**config.mk**
```make
export PLATFORM = sky130hd
export DESIGN_NAME = hazard_ctrl
export DESIGN_NICKNAME = d
export VERILOG_FILES = /design/src/rtl/hazard_ctrl_pkg.sv /design/src/rtl/hazard_ctrl_match.sv /design/src/rtl/hazard_ctrl.sv
export SDC_FILE = /design/constraint.sdc
export NUM_CORES = 1
export LEC_CHECK = 0
export ABC_AREA = 1
export BUFFER_PORTS_ARGS = -buffer_cell sky130_fd_sc_hd__buf_4
export CORE_MARGIN = 2
export CORE_UTILIZATION = 55
export CTS_CLUSTER_DIAMETER = 60
export DETAILED_ROUTE_END_ITERATION = 10
export PLACE_DENSITY_LB_ADDON = 0.08
export SETUP_SLACK_MARGIN = 0.4
export SYNTH_ARGS = -nofsm -noshare
export SYNTH_HDL_FRONTEND = slang
export SYNTH_SLANG_ARGS = --single-unit
```
**constraint.sdc**
```tcl
create_clock -name clk -period 3 [get_ports clk]
set_input_delay 0.9 -clock clk [delete_from_list [all_inputs] [get_ports clk]]
set_output_delay 0.9 -clock clk [all_outputs]
set_load 0.01 [all_outputs]
```
**src/rtl/hazard_ctrl_pkg.sv**
```systemverilog
// Shared types for the hazard controller: scoreboard entry, forward selects,
// FSM states, debug view and the forward-select priority helper.
package hazard_ctrl_pkg;

    localparam int SB_AW = 5;
    localparam logic [5:0] OPC_HALT = 6'b010001;

    typedef struct packed {
        logic             v;
        logic [SB_AW-1:0] dst;
        logic             load;
        logic             wr;
    } sb_entry_t;

    typedef enum logic [1:0] {
        FWD_RF    = 2'b00,
        FWD_EXMEM = 2'b01,
        FWD_MEMWB = 2'b10
    } fwd_sel_e;

    typedef enum logic [1:0] {
        RUN    = 2'd0,
        DRAIN  = 2'd1,
        HALTED = 2'd2
    } hz_state_e;

    typedef struct packed {
        hz_state_e state;
        sb_entry_t ex;
        sb_entry_t mem;
        sb_entry_t wb;
    } hz_dbg_t;

    // The youngest producer wins, so an EX hit takes priority over a MEM hit.
    function automatic fwd_sel_e fwd_pick(input logic hit_ex, input logic hit_mem);
        if (hit_ex) return FWD_EXMEM;
        if (hit_mem) return FWD_MEMWB;
        return FWD_RF;
    endfunction

endpackage

```
**src/rtl/hazard_ctrl_match.sv**
```systemverilog
// Compares one ID source register against one scoreboard entry.
module hazard_match
    import hazard_ctrl_pkg::*;
(
    input  sb_entry_t        entry,
    input  logic [SB_AW-1:0] src,
    input  logic             use_src,
    output logic             hit
);

    assign hit = entry.v && entry.wr && (entry.dst != '0) && (entry.dst == src) && use_src;

endmodule

```
**src/rtl/hazard_ctrl.sv**
```systemverilog
// Pipeline hazard controller: EX/MEM/WB scoreboard, stall/forward generation,
// HALT drain FSM and stall counters. Define HAZARD_SHADOW_CNT_EN for the shadow count.
module hazard_ctrl
    import hazard_ctrl_pkg::*;
#(
    parameter int REG_AW = SB_AW,
    parameter int CNT_W  = 32
) (
    input  logic              clk,
    input  logic              reset,
    input  logic              fwd_en,
    input  logic              id_valid,
    input  logic [REG_AW-1:0] id_rs,
    input  logic [REG_AW-1:0] id_rt,
    input  logic              id_use_rs,
    input  logic              id_use_rt,
    input  logic [REG_AW-1:0] id_dst,
    input  logic              id_wr,
    input  logic              id_load,
    input  logic              id_halt,
    input  logic              flush,
    output logic              stall,
    output logic [1:0]        fwd_a,
    output logic [1:0]        fwd_b,
    output logic              halted,
    output logic [CNT_W-1:0]  stall_cnt,
    output logic [CNT_W-1:0]  stall_wo_cnt,
    output hz_dbg_t           dbg
);

    sb_entry_t        ex_q, ex_d, mem_q, wb_q;
    hz_state_e        state_q, state_d;
    fwd_sel_e         fwd_a_q, fwd_a_d, fwd_b_q, fwd_b_d;
    logic [CNT_W-1:0] cnt_q, cnt_d;

    logic hit_ex_rs, hit_ex_rt, hit_mem_rs, hit_mem_rt;
    logic hazard, stall_c, accept;

    hazard_match u_ex_rs  (.entry(ex_q),  .src(id_rs), .use_src(id_use_rs), .hit(hit_ex_rs));
    hazard_match u_ex_rt  (.entry(ex_q),  .src(id_rt), .use_src(id_use_rt), .hit(hit_ex_rt));
    hazard_match u_mem_rs (.entry(mem_q), .src(id_rs), .use_src(id_use_rs), .hit(hit_mem_rs));
    hazard_match u_mem_rt (.entry(mem_q), .src(id_rt), .use_src(id_use_rt), .hit(hit_mem_rt));

    // A WB producer writes the regfile in the first half-cycle, so it never stalls.
    always_comb begin
        hazard = 1'b0;
        if (fwd_en) begin
            hazard = ex_q.load && (hit_ex_rs || hit_ex_rt);
        end else begin
            hazard = hit_ex_rs || hit_ex_rt || hit_mem_rs || hit_mem_rt;
        end
    end

    always_comb begin
        stall_c = 1'b0;
        if (flush) begin
            stall_c = 1'b0;
        end else if (state_q != RUN) begin
            stall_c = 1'b1;
        end else begin
            stall_c = id_valid && hazard;
        end
    end

    assign accept = id_valid && !stall_c && !flush && (state_q == RUN);

    always_comb begin
        ex_d    = '0;
        fwd_a_d = FWD_RF;
        fwd_b_d = FWD_RF;
        state_d = state_q;
        cnt_d   = cnt_q;

        // HALT itself enters EX as a bubble.
        if (accept && !id_halt) begin
            ex_d.v    = 1'b1;
            ex_d.dst  = id_dst;
            ex_d.load = id_load;
            ex_d.wr   = id_wr;
            if (fwd_en) begin
                fwd_a_d = fwd_pick(hit_ex_rs, hit_mem_rs);
                fwd_b_d = fwd_pick(hit_ex_rt, hit_mem_rt);
            end
        end

        if ((state_q == RUN) && stall_c && (cnt_q != '1)) begin
            cnt_d = cnt_q + CNT_W'(1);
        end

        case (state_q)
            RUN: begin
                if (accept && id_halt) state_d = DRAIN;
            end
            DRAIN: begin
                if (!ex_q.v && !mem_q.v && !wb_q.v) state_d = HALTED;
            end
            HALTED: state_d = HALTED;
            default: state_d = RUN;
        endcase
    end

    always_ff @(posedge clk or negedge reset) begin
        if (!reset) begin
            ex_q    <= '0;
            mem_q   <= '0;
            wb_q    <= '0;
            state_q <= RUN;
            fwd_a_q <= FWD_RF;
            fwd_b_q <= FWD_RF;
            cnt_q   <= '0;
        end else begin
            ex_q    <= ex_d;
            mem_q   <= ex_q;
            wb_q    <= mem_q;
            state_q <= state_d;
            fwd_a_q <= fwd_a_d;
            fwd_b_q <= fwd_b_d;
            cnt_q   <= cnt_d;
        end
    end

`ifdef HAZARD_SHADOW_CNT_EN
    logic             held_q, held_d;
    logic [1:0]       dist_q, dist_d, dist_now;
    logic [CNT_W-1:0] wo_q, wo_d;
    logic [CNT_W:0]   wo_sum;

    // The producer distance is frozen on the first ID cycle of an instruction;
    // later stall cycles would otherwise see the producer move further away.
    always_comb begin
        dist_now = 2'd0;
        if (hit_ex_rs || hit_ex_rt) begin
            dist_now = 2'd2;
        end else if (hit_mem_rs || hit_mem_rt) begin
            dist_now = 2'd1;
        end
        dist_d = held_q ? dist_q : dist_now;
        held_d = id_valid && stall_c;
        wo_sum = {1'b0, wo_q} + (CNT_W + 1)'(dist_d);
        wo_d   = wo_q;
        if (accept) begin
            wo_d = wo_sum[CNT_W] ? '1 : wo_sum[CNT_W-1:0];
        end
    end

    always_ff @(posedge clk or negedge reset) begin
        if (!reset) begin
            held_q <= 1'b0;
            dist_q <= 2'd0;
            wo_q   <= '0;
        end else begin
            held_q <= held_d;
            dist_q <= dist_d;
            wo_q   <= wo_d;
        end
    end

    assign stall_wo_cnt = wo_q;
`else
    assign stall_wo_cnt = '0;
`endif

    assign stall     = stall_c;
    assign fwd_a     = fwd_a_q;
    assign fwd_b     = fwd_b_q;
    assign halted    = (state_q == HALTED);
    assign stall_cnt = cnt_q;

    always_comb begin
        dbg       = '0;
        dbg.state = state_q;
        dbg.ex    = ex_q;
        dbg.mem   = mem_q;
        dbg.wb    = wb_q;
    end

endmodule

```
Yosys cells after proc, flatten, opt, wreduce, memory -nomap -nowiden
Cells that the tools add are included.

word-level totals
  logic and storage cells = 96
  ROM bits = 0
  output and inout port bits = 96
  bits in latches = 0
  bits in writable memories = 0
  input port bits = 25
  flip-flop bits (word level) = 62
  memories kept = 0

cells by class
  reductions and logical operators = 37
  multiply operators = 0
  add/subtract/negate cells = 1
  equal/unequal tests = 9
  shift operators = 0
  order comparisons = 0
  divide/modulo/power cells = 0
  bitwise gates (word level) = 0
  mux-type cells = 33

operator list
  cell                   count
  $add 32x1->32 const B  1
  $ne 32x32->1 const B   1
  $mux 2                 14
  $logic_and 1x1->1      23
  $eq 5x5->1             4
  $mux 1                 17
  $reduce_bool 5->1      2
  $mux 8                 1
  $logic_not 1->1        6
  $pmux 2 s3             1
  $logic_or 1x1->1       3
  $eq 2x1->1 const B     1
  $eq 2x2->1 const B     1
  $logic_not 2->1        1
  $ne 2x1->1 const B     1
  $ne 2x2->1 const B     1
  $reduce_and 2->1       1
  $reduce_bool 2->1      1

Longest topological paths before layout
Gate-level depths: netlist (run 1).

  word-level depth = 24
  gate-level depth with buffers = 15
  depth with buffers taken out = 14

By module
Synthesis (run 1) repeated with hierarchy kept, for this count alone.

second synthesis, totals
  cells, all modules = 567
  area, all modules = 3895.0 um^2

by module, submodules not included
  module        times used  area each (um^2)  cells each  seq. area each (um^2)
  hazard_ctrl   1           3424.5            447         1551.5
  hazard_match  4           117.6             30          0.0

Worst setup path before layout (run 1)
Ideal clock, no wire load.

  path type = in2out
  start point = in id_rs[3]
  end point = out stall
  arrival time = 1.734 ns
  setup slack = 0.366 ns
  required time = 2.100 ns
  stages on the path = 11
  buffers on the path = 0
  cells stage by stage = inv_1 -> nor2_1 -> nor3_1 -> nand3_1 -> nand2_1 -> nand2_1 -> nand2_2 -> nand2_1 -> nand2_1 -> nand2_1 -> inv_1

on the way
  longest elaborated chain between the ends = 10
  elaborated cells on any way between the ends = 14
  classes of those cells = eq/ne: 2; mux: 3; reduce/logical: 9

ends and longest elaborated chain
  element                         line                                  RTL
  start: declaration              hazard_ctrl.sv:13                     input logic [REG_AW-1:0] id_rs,
  $eq 5x5->1                      hazard_ctrl_match.sv:11               assign hit = entry.v && entry.wr && (entry.dst != '0) && (entry.dst == src) && use_src;
  $logic_and 1x1->1 (2 in a row)  hazard_ctrl_match.sv:11
  $logic_or 1x1->1                hazard_ctrl.sv:48, hazard_ctrl.sv:50
  $logic_or 1x1->1 (2 in a row)   hazard_ctrl.sv:50                     hazard = hit_ex_rs || hit_ex_rt || hit_mem_rs || hit_mem_rt;
  $mux 1 (*)                      hazard_ctrl.sv:47                     if (fwd_en) begin
  $logic_and 1x1->1 (*)           hazard_ctrl.sv:61                     stall_c = id_valid && hazard;
  $mux 1 (*)                      hazard_ctrl.sv:58                     end else if (state_q != RUN) begin
  $mux 1 (*)                      hazard_ctrl.sv:56                     if (flush) begin
  end: declaration                hazard_ctrl.sv:22                     output logic stall,

Mark *: on every way between the ends. The rest lies on a longest branch, timed or not.

Worst setup path after layout (run 1)
  start point = in id_rt[4]
  end point = reg fwd_b_q[0], in the netlist fwd_b[0]

on the way
  longest elaborated chain between the ends = 16
  elaborated cells on any way between the ends = 31
  classes of those cells = eq/ne: 2; mux: 15; reduce/logical: 14

ends and longest elaborated chain
  element                         line                                  RTL
  start: declaration              hazard_ctrl.sv:14                     input logic [REG_AW-1:0] id_rt,
  $eq 5x5->1                      hazard_ctrl_match.sv:11
  $logic_and 1x1->1 (2 in a row)  hazard_ctrl_match.sv:11
  $logic_or 1x1->1                hazard_ctrl.sv:48, hazard_ctrl.sv:50
  $logic_or 1x1->1 (2 in a row)   hazard_ctrl.sv:50
  $mux 1                          hazard_ctrl.sv:47
  $logic_and 1x1->1               hazard_ctrl.sv:61
  $mux 1                          hazard_ctrl.sv:58
  $mux 1                          hazard_ctrl.sv:56
  $logic_not 1->1                 hazard_ctrl.sv:65                     assign accept = id_valid && !stall_c && !flush && (state_q == RUN);
  $logic_and 1x1->1 (3 in a row)  hazard_ctrl.sv:65
  $logic_and 1x1->1               hazard_ctrl.sv:75                     if (accept && !id_halt) begin
  $mux 2 (*)                      hazard_ctrl.sv:75
  via fwd_b_d[0]                  hazard_ctrl.sv:33                     fwd_sel_e fwd_a_q, fwd_a_d, fwd_b_q, fwd_b_d;
  end signal: assignment          hazard_ctrl.sv:117                    fwd_b_q <= fwd_b_d;
  end: declaration                hazard_ctrl.sv:33

Mark *: on every way through the listed nets, which the timed path passes. The rest lies on a longest branch. The select of a mux whose other input is x is not followed.
A chain may end at the register's enable or synchronous reset.

==> results.yml, run 1 <==
worst_setup_path:
  worst_ep_required_time_ns: 3.22
  critical_path.max_fanout: 3
  crit_path_start_kind: "input pin"
  timing_worst_setup_path_type: "in -> reg"
  critPathArrivalTime_ns: 3.15
  cells_on_worst_reg2reg_path: 20
  worstSetupEndpointType: "flip-flop"
placement:
  dp_hpwl_um: 7290
  port_buffers: 88
  dpl_worst_slack_ns: 0.0786
  routability_driven_placement_congestion_ratio: 0.981
sta:
  tightest_slew_ns: 0.781
  finalCritPeriodShare_pct: 97.8
  max_freq_mhz: 341
  layout_setup_ws_ns: 0.0665
  layout_min_cycle_time_ns: 2.93
  report.final.setup_viol: 0
  skew_ns: 0.00799
  timing_hold_violations_final: 0
  timing.setup.tns_ns: 0
  slew_headroom_pct: 48.0
  setup_repair_after_global_routing_missed_its_margin: "yes"
  maxSlewViolCount: 0
power:
  switching_fraction_pct: 23.1
  clock_power_share_pct: 46.8
  power.net_switching_uw: 419
  p_comb_share_pct: 7.2
  total_leakage_power_nw: 2.88
  internal_power_mw: 1.40
  power-per-cell-area_nw_per_um2: 342
  finalPower_mw: 1.82
  peakVddDrop_uv: 274
  pwr-share-seq_pct: 46.0
finish:
  final_core_utilization_pct: 79.0
  final_layout_size_suffix_gt1_share_pct: 36.1
  total_number_of_nets_in_the_final_design: 667
  final_antenna_diode_count: 0
  synthToLayoutAreaGrowth_pct: 40.2
clocking:
  ctsLongestPathBuffers: 2
  clkSinkCount: 62
  cts_root_buffer: "clkbuf_8"
  path_clk_slew_ns: 0.07
  htree_num_levels: 3
  clk_latency_ns: 0.34
  cts_tree: "built"
  cts-buffers-inserted: 9
  cts_hold_repair.buffers: 0
min_path:
  hold_path_class: "reg -> reg"
  hold_depth: 0
synth:
  synthDominantCellAreaShare_pct: 41.0
  yosys_warnings: 0
  synth_top_cells_by_area: "dfrtp_1 (41%), nand2_1 (15%), xor2_1 (7.2%)"
  syn-instance-count: 507
  syn-cell-area_um2: 3790
  seq_area_frac_synth_pct: 41.0
  yosys_reg_bits: 62
  netlist.top_cell.by_area: "dfrtp_1"
  mapped_avg_cell_area_um2: 7.47
  ys_types: 28
floorplan:
  die_area_um2: 7570
  design.portCount: 121
  die_height_um: 87.0
  start_util_pct: 56.4
  chipWidth_um: 87.0
  placement_rows: 30
  design.core.area_um2: 6720
grt:
  first_pass_grt_wire_length_um: 16500
  first_global_vias: 3648
  initial_antenna_violation_count: 0
  grt_overflow_total: 0
  grt_use_total_pct: 28.1
  pin_count_of_the_biggest_net_entering_global_routing: 63
route:
  drtAntennaViolNets: 0
  detail_route.wl_per_cell_um: 16.1
  drt_drc_violations_left: 0
  drtIter0Drc: 237
  avgViaCountPerCell: 5.25
  num_vias: 3792
  postRouteWirelength_um: 11600
  firstDrtPassIters: 4
outcome:
  status: "complete, no violations"
job:
  maxCapViolCount: 0
==> layer usage <==
| layer | vias up | wire length [um] | track usage [%] |
|---|---|---|---|
| li1 | 1783 | - | - |
| met4 | 0 | 491 | 13.2 |
| met3 | 54 | 726 | 5.12 |
| met5 | - | 0 | 0 |
| met2 | 184 | 6230 | 50.7 |
| met1 | 1771 | 4210 | 31.8 |
==> what timing repair did <==
item,in CTS,in global routing
gates resized for setup,13,104
endpoints found under the hold margin,0,0
setup endpoints to repair,1,34
setup buffers,22,8
pin swaps,12,24
gates cloned,0,7
==> Yosys cell counts (all sizes together) <==
| library cell | n |
|---|---|
| a2111oi | 1 |
| a21oi | 5 |
| buf | 37 |
| clkbuf | 3 |
| conb | 1 |
| dfrtp | 62 |
| ha | 4 |
| inv | 70 |
| nand2 | 149 |
| nand3 | 14 |
| nand4 | 10 |
| nor2 | 51 |
| nor3 | 20 |
| nor4 | 11 |
| o21ai | 36 |
| o31ai | 1 |
| or2 | 1 |
| xor2 | 31 |
==> kinds of logic after synthesis <==
| logic type | synth area share [%] |
|---|---|
| other | 0.0990 |
| AOI/OAI and AO/OA | 6.34 |
| buffers and inverters | 14.7 |
| xor gates and xnor gates | 7.17 |
| DFF | 41.0 |
| adders and majority gates | 1.32 |
| and+or+nand+nor | 29.4 |
==> critical path: stages <==
cell and delay [ns]:
buf_6 0.07, inv_2 0.03, nand2_1 0.08, nand2_2 0.09, buf_4 0.14, buf_4 0.12, buf_4 0.12, buf_4 0.12
buf_4 0.12, buf_4 0.12, buf_4 0.12, buf_4 0.12, buf_4 0.12, buf_4 0.12, buf_4 0.12, buf_4 0.12
buf_4 0.12, buf_4 0.12, buf_4 0.12, nand4_1 0.09, nor3_1 0.07
==> area by class of cell <==
type                    instances  area (um^2)
repair buffers                129         1150
well taps                      80          100
clock inverters                 3         67.6
clock buffers                  12          155
multi-input cells             366         2020
inverters                      70          268
fillers                       485         1410
flip-flops and latches         62         1560
==> worst paths after layout <==
check                         start           end  slack [ns]
setup / recovery           id_rt[4]      fwd_b[0]        0.07
hold / removal              dbg[16]        dbg[8]        0.40
setup reg to reg            dbg[22]      fwd_b[0]        0.14
hold reg to reg             dbg[16]        dbg[8]        0.40
max in group asynchronous     reset       dbg[21]        1.80
min in group asynchronous     reset  stall_cnt[2]        0.62
==> cell usage in the layout (no fill, tap or decap), types with 2 or more instances in the layout <==
cell,instances
nand2_1,106
buf_6,6
conb_1,32
ha_1,4
nor2_1,46
nor3_1,19
a21oi_2,4
bufinv_16,2
inv_4,2
clkbuf_8,11
nor4_1,10
dfrtp_2,3
nand3_2,4
o21ai_1,10
dfrtp_1,59
nand3_1,10
buf_4,111
nand4_1,9
buf_8,3
nand2_4,9
nand2_2,34
o21ai_0,13
nor2_2,4
inv_1,57
xor2_1,31
inv_2,11
clkbuf_16,4
o21ai_2,13
buf_12,5
==> sequential cells by signal, summed over array words and instances, names as in the netlist <==
name and cells:
stall_cnt 32, dbg 24, fwd_a 2, fwd_b 2, state_q 2
==> power groups by stage <==
| stage | logic [mW] | clock network [mW] | registers, mW |
|---|---|---|---|
| after floorplan | 0.0755 | 0 | 0.852 |
| after global placement | 0.0954 | 0 | 0.852 |
| after detailed placement | 0.0972 | 0 | 0.852 |
| after CTS | 0.116 | 0.854 | 0.835 |
| after global routing | 0.145 | 0.886 | 0.835 |
| final | 0.130 | 0.851 | 0.835 |
==> per-stage QoR <==
step / cell area [um^2] / hold slack [ns] / std cells
after floorplan: 3910 / 0.416 / 538
after global placement: 4410 / 0.367 / 670
after detailed placement: 4410 / 0.374 / 670
after CTS: 4830 / 0.403 / 707
after global routing: 5310 / 0.419 / 722
final: 5310 / 0.403 / 722
No activity file was read; power rests on OpenSTA's default activity.
==> run 2, diff against run 1 <==
==> constraint.sdc (replaced) <==
create_clock -name clk -period 3.8 [get_ports clk]
set_input_delay 1.14 -clock clk [delete_from_list [all_inputs] [get_ports clk]]
set_output_delay 1.14 -clock clk [all_outputs]
set_load 0.01 [all_outputs]
==> results.yml, run 2 (synthesized netlist as in run 1, its figures left out) <==
outcome:
  status: "complete, no violations"
sta:
  report.final.setup_viol: 0
  final.hold.worst_slack_ns: 0.381
  layout_min_cycle_time_ns: 3.35
  finalCritPeriodShare_pct: 88.1
  setup_repair_after_global_routing_missed_its_margin: "yes"
  slew_headroom_pct: 49.3
  maxSlewViolCount: 0
  skew_ns: 0.00920
  tightest_slew_ns: 0.760
  timing_hold_violations_final: 0
  max_freq_mhz: 299
  timing.setup.tns_ns: 0
route:
  avgViaCountPerCell: 5.05
  drt_drc_violations_left: 0
  drtIter0Drc: 148
  drtAntennaViolNets: 0
  postRouteWirelength_um: 9400
  num_vias: 3481
  firstDrtPassIters: 4
  detail_route.wl_per_cell_um: 13.6
worst_setup_path:
  path_buf_inv: 3
  critical_path.cell_chain: "buf_4 > a21oi_2 > nand2_2 > nor2_4 > nand3_2 > nand2_2 > nand2_2 > nand2_2 > nand2_4 > nand2_4 > nand2_4 > inv_2 > buf_6"
  crit_path_start_kind: "input pin"
  slowest_stage: "a21oi_2"
  cp_delay_by_family_top: "simple AND/OR/NAND/NOR gates"
  critPathArrivalTime_ns: 2.21
  critical_path.max_fanout: 4
  most_common_cell_type_on_the_critical_path: "nand2_2"
  crit_path_max_incr_delay_ns: 0.14
  timing_worst_setup_path_type: "in -> out"
  worst_ep_required_time_ns: 2.66
  worstSetupEndpointType: "output port"
floorplan:
  die_area_um2: 7570
  design.portCount: 121
  chipWidth_um: 87.0
  design.core.area_um2: 6720
  die_height_um: 87.0
  start_util_pct: 56.4
  placement_rows: 30
finish:
  layout.cells.most_common_list: "nand2_1 (141), buf_4 (92), inv_1 (63), dfrtp_1 (62), nor2_1 (49)"
  total_number_of_nets_in_the_final_design: 633
  final_layout_size_suffix_gt1_share_pct: 23.3
  final_core_utilization_pct: 70.3
  final_common_cell: "nand2_1"
  synthToLayoutAreaGrowth_pct: 24.7
  final_antenna_diode_count: 0
  layout.cells.non_filler: 689
  largest_register_ff_count: 32
grt:
  grt_use_total_pct: 26.1
  initial_antenna_violation_count: 0
  first_global_vias: 3376
  grt_overflow_total: 0
  first_pass_grt_wire_length_um: 15300
  pin_count_of_the_biggest_net_entering_global_routing: 63
power:
  finalPower_mw: 1.40
  peakVddDrop_uv: 228
  power-per-cell-area_nw_per_um2: 297
  total_leakage_power_nw: 2.62
clocking:
  cts_tree: "built"
  clkSinkCount: 62
  ctsLongestPathBuffers: 2
  htree_num_levels: 3
  path_clk_slew_ns: 0.07
  clk_latency_ns: 0.34
  cts-buffers-inserted: 9
  cts_root_buffer: "clkbuf_8"
placement:
  port_buffers: 88
  dp_hpwl_um: 7150
  inst_count_dp: 670
  routability_driven_placement_congestion_ratio: 0.973
job:
  maxCapViolCount: 0
min_path:
  hold_path_class: "reg -> reg"
-- run 2: through the flow --
| step | instance area (um^2) | setup WS (ns) |
|---|---|---|
| 6_report | 4720 | 0.454 |
| 5_1_grt | 4720 | 0.331 |
| 4_1_cts | 4640 | 0.418 |
| 3_5_place_dp | 4400 | 0.328 |
| 3_3_place_gp | 4400 | 0.394 |
| 2_1_floorplan | 3900 | 0.686 |
-- run 2: report_power, final --
part | total [mW] | leakage (nW) | switching [mW] | internal (mW)
combinational | 0.0825 | 1.73 | 0.0534 | 0.0291
clock | 0.659 | 0.108 | 0.274 | 0.385
sequential | 0.659 | 0.778 | 0 | 0.659
-- run 2: what timing repair did --
| item | in CTS | in global routing |
|---|---|---|
| setup buffers | 2 | 1 |
| setup endpoints to repair | 1 | 1 |
| pin swaps | 2 | 15 |
| resized for setup | 2 | 25 |
| hold buffers | 0 | 0 |
| hold endpoints to repair | 0 | 0 |
-- run 2: area by class of cell --
cell class                 instances  area (um^2)
multi-input combinational        366         1850
inverter                          70          268
fill                             567         2000
sequential                        62         1550
tap                               80          100
clock inverter                     6         85.1
timing repair buffer              95          732
clock buffer                      10          138
-- run 2: routing by layer --
layer / GRT usage (%) / share of wire (%) / up-vias
met4: 12.1 / 2.8 / 0
met3: 4.64 / 5.0 / 24
met1: 31.6 / 41 / 1621
met2: 44.9 / 51 / 111
met5: 0 / 0 / -
li1: - / - / 1725
-- run 2: path summary, 6_finish.rpt --
check | to | cells after the start | slack (ns) | startpoint
worst min register to register | dbg[1] | 0 | 0.38 | dbg[9]
worst max register to register | stall_cnt[4] | 10 | 1.44 | stall_cnt[0]
worst min-delay path | dbg[1] | 0 | 0.38 | dbg[9]
min in group asynchronous | stall_cnt[22] | 1 | 0.87 | reset
worst max-delay path | stall | 13 | 0.45 | id_rt[3]
max in group asynchronous | dbg[20] | 1 | 2.42 | reset
